===== src/rtl/clock_sel_ctrl_synth.sv =====
// Glitch-free clock-select controller: gates the downstream clock, settles,
// changes the mux select, settles again and re-enables the clock.
module clock_sel_ctrl_synth #(
  parameter int NUM_CLOCKS    = 2,
  parameter int NUM_CLOCK_SEL = 1,
  parameter int RESET_SEL     = 0,
  parameter int GATE_WAIT     = 4
) (
  input  logic                     clk,
  input  logic                     rst,
  input  logic [NUM_CLOCK_SEL-1:0] sel_req,
  input  logic                     req_valid,
  output logic                     req_ready,
  output logic [NUM_CLOCK_SEL-1:0] clk_sel,
  output logic                     clk_en,
  output logic                     busy,
  output logic                     done,
  output logic                     err
);

  localparam int CNT_W = $clog2(GATE_WAIT + 1);

  localparam logic [2:0] ST_SETTLE   = 3'd0;
  localparam logic [2:0] ST_IDLE     = 3'd1;
  localparam logic [2:0] ST_GATE_OFF = 3'd2;
  localparam logic [2:0] ST_SWITCH   = 3'd3;
  localparam logic [2:0] ST_ACK      = 3'd4;

  localparam logic [CNT_W-1:0]         CNT_LOAD  = CNT_W'(GATE_WAIT);
  localparam logic [CNT_W-1:0]         CNT_ONE   = CNT_W'(1);
  localparam logic [NUM_CLOCK_SEL-1:0] SEL_RST   = NUM_CLOCK_SEL'(RESET_SEL);
  localparam logic [NUM_CLOCK_SEL:0]   SEL_LIMIT = (NUM_CLOCK_SEL + 1)'(NUM_CLOCKS);

  logic [2:0]               state_r;
  logic [2:0]               state_nxt_s;
  logic [CNT_W-1:0]         cnt_r;
  logic [CNT_W-1:0]         cnt_nxt_s;
  logic [NUM_CLOCK_SEL-1:0] sel_lat_r;
  logic [NUM_CLOCK_SEL-1:0] sel_lat_nxt_s;
  logic [NUM_CLOCK_SEL-1:0] clk_sel_nxt_s;
  logic                     clk_en_nxt_s;
  logic                     done_nxt_s;
  logic                     err_nxt_s;
  logic                     accept_s;
  logic                     sel_bad_s;
  logic                     cnt_last_s;

  assign accept_s   = req_valid && (state_r == ST_IDLE);
  assign sel_bad_s  = ({1'b0, sel_req} >= SEL_LIMIT);
  // Each timed state lasts exactly GATE_WAIT cycles: loaded with GATE_WAIT, leaves at 1.
  assign cnt_last_s = (cnt_r <= CNT_ONE);

  // Next-state, counter and next-output decode.
  always_comb begin
    state_nxt_s   = state_r;
    cnt_nxt_s     = cnt_r;
    sel_lat_nxt_s = sel_lat_r;
    clk_sel_nxt_s = clk_sel;
    clk_en_nxt_s  = clk_en;
    done_nxt_s    = 1'b0;
    err_nxt_s     = 1'b0;
    case (state_r)
      ST_SETTLE: begin
        if (cnt_last_s) begin
          state_nxt_s  = ST_IDLE;
          clk_en_nxt_s = 1'b1;
        end else begin
          cnt_nxt_s = cnt_r - CNT_ONE;
        end
      end
      ST_IDLE: begin
        if (!accept_s) begin
          state_nxt_s = ST_IDLE;
        end else if (sel_bad_s) begin
          state_nxt_s = ST_ACK;
          err_nxt_s   = 1'b1;
        end else if (sel_req == clk_sel) begin
          state_nxt_s = ST_ACK;
          done_nxt_s  = 1'b1;
        end else begin
          state_nxt_s   = ST_GATE_OFF;
          clk_en_nxt_s  = 1'b0;
          cnt_nxt_s     = CNT_LOAD;
          sel_lat_nxt_s = sel_req;
        end
      end
      ST_GATE_OFF: begin
        if (cnt_last_s) begin
          state_nxt_s   = ST_SWITCH;
          clk_sel_nxt_s = sel_lat_r;
          cnt_nxt_s     = CNT_LOAD;
        end else begin
          cnt_nxt_s = cnt_r - CNT_ONE;
        end
      end
      ST_SWITCH: begin
        if (cnt_last_s) begin
          state_nxt_s  = ST_IDLE;
          clk_en_nxt_s = 1'b1;
          done_nxt_s   = 1'b1;
        end else begin
          cnt_nxt_s = cnt_r - CNT_ONE;
        end
      end
      ST_ACK: begin
        state_nxt_s = ST_IDLE;
      end
      default: begin
        // Unreachable encodings fall back to a gated, settling state.
        state_nxt_s  = ST_SETTLE;
        cnt_nxt_s    = CNT_LOAD;
        clk_en_nxt_s = 1'b0;
      end
    endcase
  end

  // State and all outputs are registered; reset forces the gated, settling state.
  always_ff @(posedge clk) begin
    if (rst) begin
      state_r   <= ST_SETTLE;
      cnt_r     <= CNT_LOAD;
      sel_lat_r <= SEL_RST;
      clk_sel   <= SEL_RST;
      clk_en    <= 1'b0;
      done      <= 1'b0;
      err       <= 1'b0;
      req_ready <= 1'b0;
      busy      <= 1'b1;
    end else begin
      state_r   <= state_nxt_s;
      cnt_r     <= cnt_nxt_s;
      sel_lat_r <= sel_lat_nxt_s;
      clk_sel   <= clk_sel_nxt_s;
      clk_en    <= clk_en_nxt_s;
      done      <= done_nxt_s;
      err       <= err_nxt_s;
      req_ready <= (state_nxt_s == ST_IDLE);
      busy      <= (state_nxt_s != ST_IDLE);
    end
  end

endmodule


===== config.mk =====
export PLATFORM = sky130hd
export DESIGN_NAME = clock_sel_ctrl_synth
export DESIGN_NICKNAME = d
export VERILOG_FILES = /design/src/rtl/clock_sel_ctrl_synth.sv
export SDC_FILE = /design/constraint.sdc
export NUM_CORES = 1
export LEC_CHECK = 0
export CAP_MARGIN = 20
export CORE_MARGIN = 8
export CORE_UTILIZATION = 45
export CTS_CLUSTER_SIZE = 24
export DETAILED_ROUTE_END_ITERATION = 6
export PLACE_DENSITY = 0.68
export REMOVE_ABC_BUFFERS = 1
export SLEW_MARGIN = 20
export SYNTH_ARGS = -nofsm -noshare
export SYNTH_HDL_FRONTEND = slang
export SYNTH_SLANG_ARGS = --single-unit

===== constraint.sdc =====
create_clock -name clk -period 4.3 [get_ports clk]
set_clock_uncertainty 0.2 [all_clocks]
set_input_delay 1.075 -clock clk [delete_from_list [all_inputs] [get_ports clk]]
set_output_delay 1.075 -clock clk [all_outputs]
set_load 0.01 [all_outputs]

==> metrics.yaml <==
cts:
  insertion_delay_ns: 0.28
  numCtsBuffers: 3
  cts_resized: 0
  cts_tree: "yes"
  htree_levels: 1
  cts_hold_buf: 0
  clockRootBuffer: "clkbuf_4"
  clock-sinks: 12
  clockBufferDepth: 2
  clk_pin_slew_ns: 0.08
  cts_setup_buffers: 0
global_routing:
  grt_util_all_layers: 0.108
  grt_max_degree: 15
  met2_usage: 0.168
  top_usage_layer: "met2"
  use_met3: 0.0241
  grt.met1_usage: 0.127
  grt_pass1_wl_mm: 2.32
  grt-ovfl-total: 0
  grt_pass1_vias: 519
  antenna_found_initial: 0
sta:
  setup_viol: 0
  period_needed_ns: 2.49
  final-hold-violation-count: 0
  maxSlewViolCount: 0
  rsz0062_at_grt: "false"
  timing.final.crit_share: 0.579
  fmax_mhz: 402
  fin_tns_setup_ns: 0
setup_path:
  regToRegSetupSlack_ns: 2.18
  path_max_fanout: 4
  required_ns: 4.28
  end_kind: "flip-flop"
  start_kind: "input pin"
  critical_path_arrival_ns: 2.47
  crit_type: "in2reg"
yosys:
  synth_area_um2: 682
  synthTopCellsByArea: "dfxtp_1 35%, nor2_1 5.5%, nand2_1 3.9%"
  synth_top_area_cell: "dfxtp_1"
  avgSynthCellArea_um2: 8.52
  ys_warn_count: 0
  netlist_instances: 80
  ys_seq_area_frac: 0.352
  synth_top_area_share: 0.352
  synth_edf_count: 0
  ys.flop_type: "dfxtp_1"
  synth_seq_cells: 12
  yosysUniqueCellTypes: 38
  async_flop_share: 0
cells_and_area:
  mostFrequentLayoutCell: "dfxtp_1"
  nets: 94
  drive_above_1_share: 0.103
  final_cell_mix: "12 x dfxtp_1, 10 x nor2_1, 8 x clkdlybuf4s50_1"
  finish.utilization: 0.537
  areaGrowthSynthToFinish_pct: 15.8
  n_antenna_cell: 0
  final_cell_area_um2: 790
place:
  place_congestion: 0.807
  portBuffers: 8
  placed_area_um2: 753
die:
  row_count: 14
  dieArea_um2: 3020
  start_util: 0.463
  dieWidth_um: 54.9
  boundaryPins: 10
  die_h_um: 54.9
  core_area_um2: 1470
power:
  p_switching_mw: 0.167
  p_leak_nw: 0.332
  p_seq_frac: 0.381
  clockPowerShare: 0.201
  internal-power_mw: 0.288
  combinationalPowerShare: 0.418
  finalPower_mw: 0.455
  p_sw_frac: 0.366
  ir_drop_uv: 257
  powerDensity_nw_per_um2: 576
drt:
  drt_iter0_markers: 10
  wl_per_cell_um: 13.4
  route.detailed.drc: 0
  vias_per_cell: 5.51
  ant_nets: 0
  first_pass_iters: 4
  drt-total-wl_mm: 1.38
  vias: 568
hold_path:
  hp-class: "reg2reg"
status:
  outcome: "finished clean"
job:
  drv_cap: 0
[through the flow]
stage               instances  worst slack (ns)  hold slack (ns)
floorplan                  75              2.03            0.263
global placement           99              1.55            0.279
detailed placement         99              1.52            0.278
CTS                       103              1.82            0.297
global route              103              1.71            0.330
finish                    103              1.81            0.287
[per-layer routing]
layer,vias up,part of all wire,wire length (µm)
met5,-,0,0
met4,0,0.033,46
met3,5,0.034,47
met2,8,0.46,638
met1,262,0.47,644
li1,293,-,-
[worst paths after layout]
kind         cells past startpoint                   from                    end
min reg2reg                      2    clk_en$_SDFFE_PP0P_    clk_en$_SDFFE_PP0P_
min                              2    clk_en$_SDFFE_PP0P_    clk_en$_SDFFE_PP0P_
max                              5                sel_req  cnt_r[1]$_SDFFE_PP0P_
max reg2reg                      6  cnt_r[1]$_SDFFE_PP0P_  cnt_r[1]$_SDFFE_PP0P_
[power groups by stage]
stage	clock network, mW	logic (mW)	registers, mW
6_report	0.0913	0.190	0.173
5_1_grt	0.100	0.212	0.179
4_1_cts	0.0964	0.192	0.173
3_5_place_dp	0	0.191	0.176
3_3_place_gp	0	0.188	0.175
2_1_floorplan	0	0.139	0.172
[synthesized netlist by cell type, drive strengths merged (2+ instances only)]
cell type	instances
buf	4
o22ai	2
dfxtp	12
a21oi	5
nand3	2
o311ai	2
a221oi	2
nand2b	2
ha	2
inv	6
mux2i	2
nand2	7
nor2	10
[area by class of cell]
| class | count | area [µm²] |
|---|---|---|
| clock buffers | 4 | 36.3 |
| fillers | 151 | 682 |
| inverters | 6 | 22.5 |
| multi-input cells | 57 | 390 |
| flip-flops and latches | 12 | 240 |
| well taps | 16 | 20.0 |
| repair buffers | 8 | 80.1 |
[sequential cells by signal, summed over array words and instances (netlist names)]
name and count:
busy 1, state_r 3, clk_sel 1, cnt_r 3
sel_lat_r 1, req_ready 1, clk_en 1, done 1
[worst max-delay path: stages]
cell             delay (ns)
clkdlybuf4s50_1        0.44
xor2_1                 0.20
a211o_1                0.36
nand3_2                0.10
mux2_4                 0.29
[logic make-up after synthesis]
kind of cell	synth area share
AO/OA/AOI/OAI	0.228
flip-flops	0.352
AND/OR/NAND/NOR	0.226
XOR/XNOR	0.0257
other	0.00550
buffers and inverters	0.0752
multiplexers	0.0514
adder cells (fa/ha/maj)	0.0367
No activity file was read; power rests on OpenSTA's default activity.
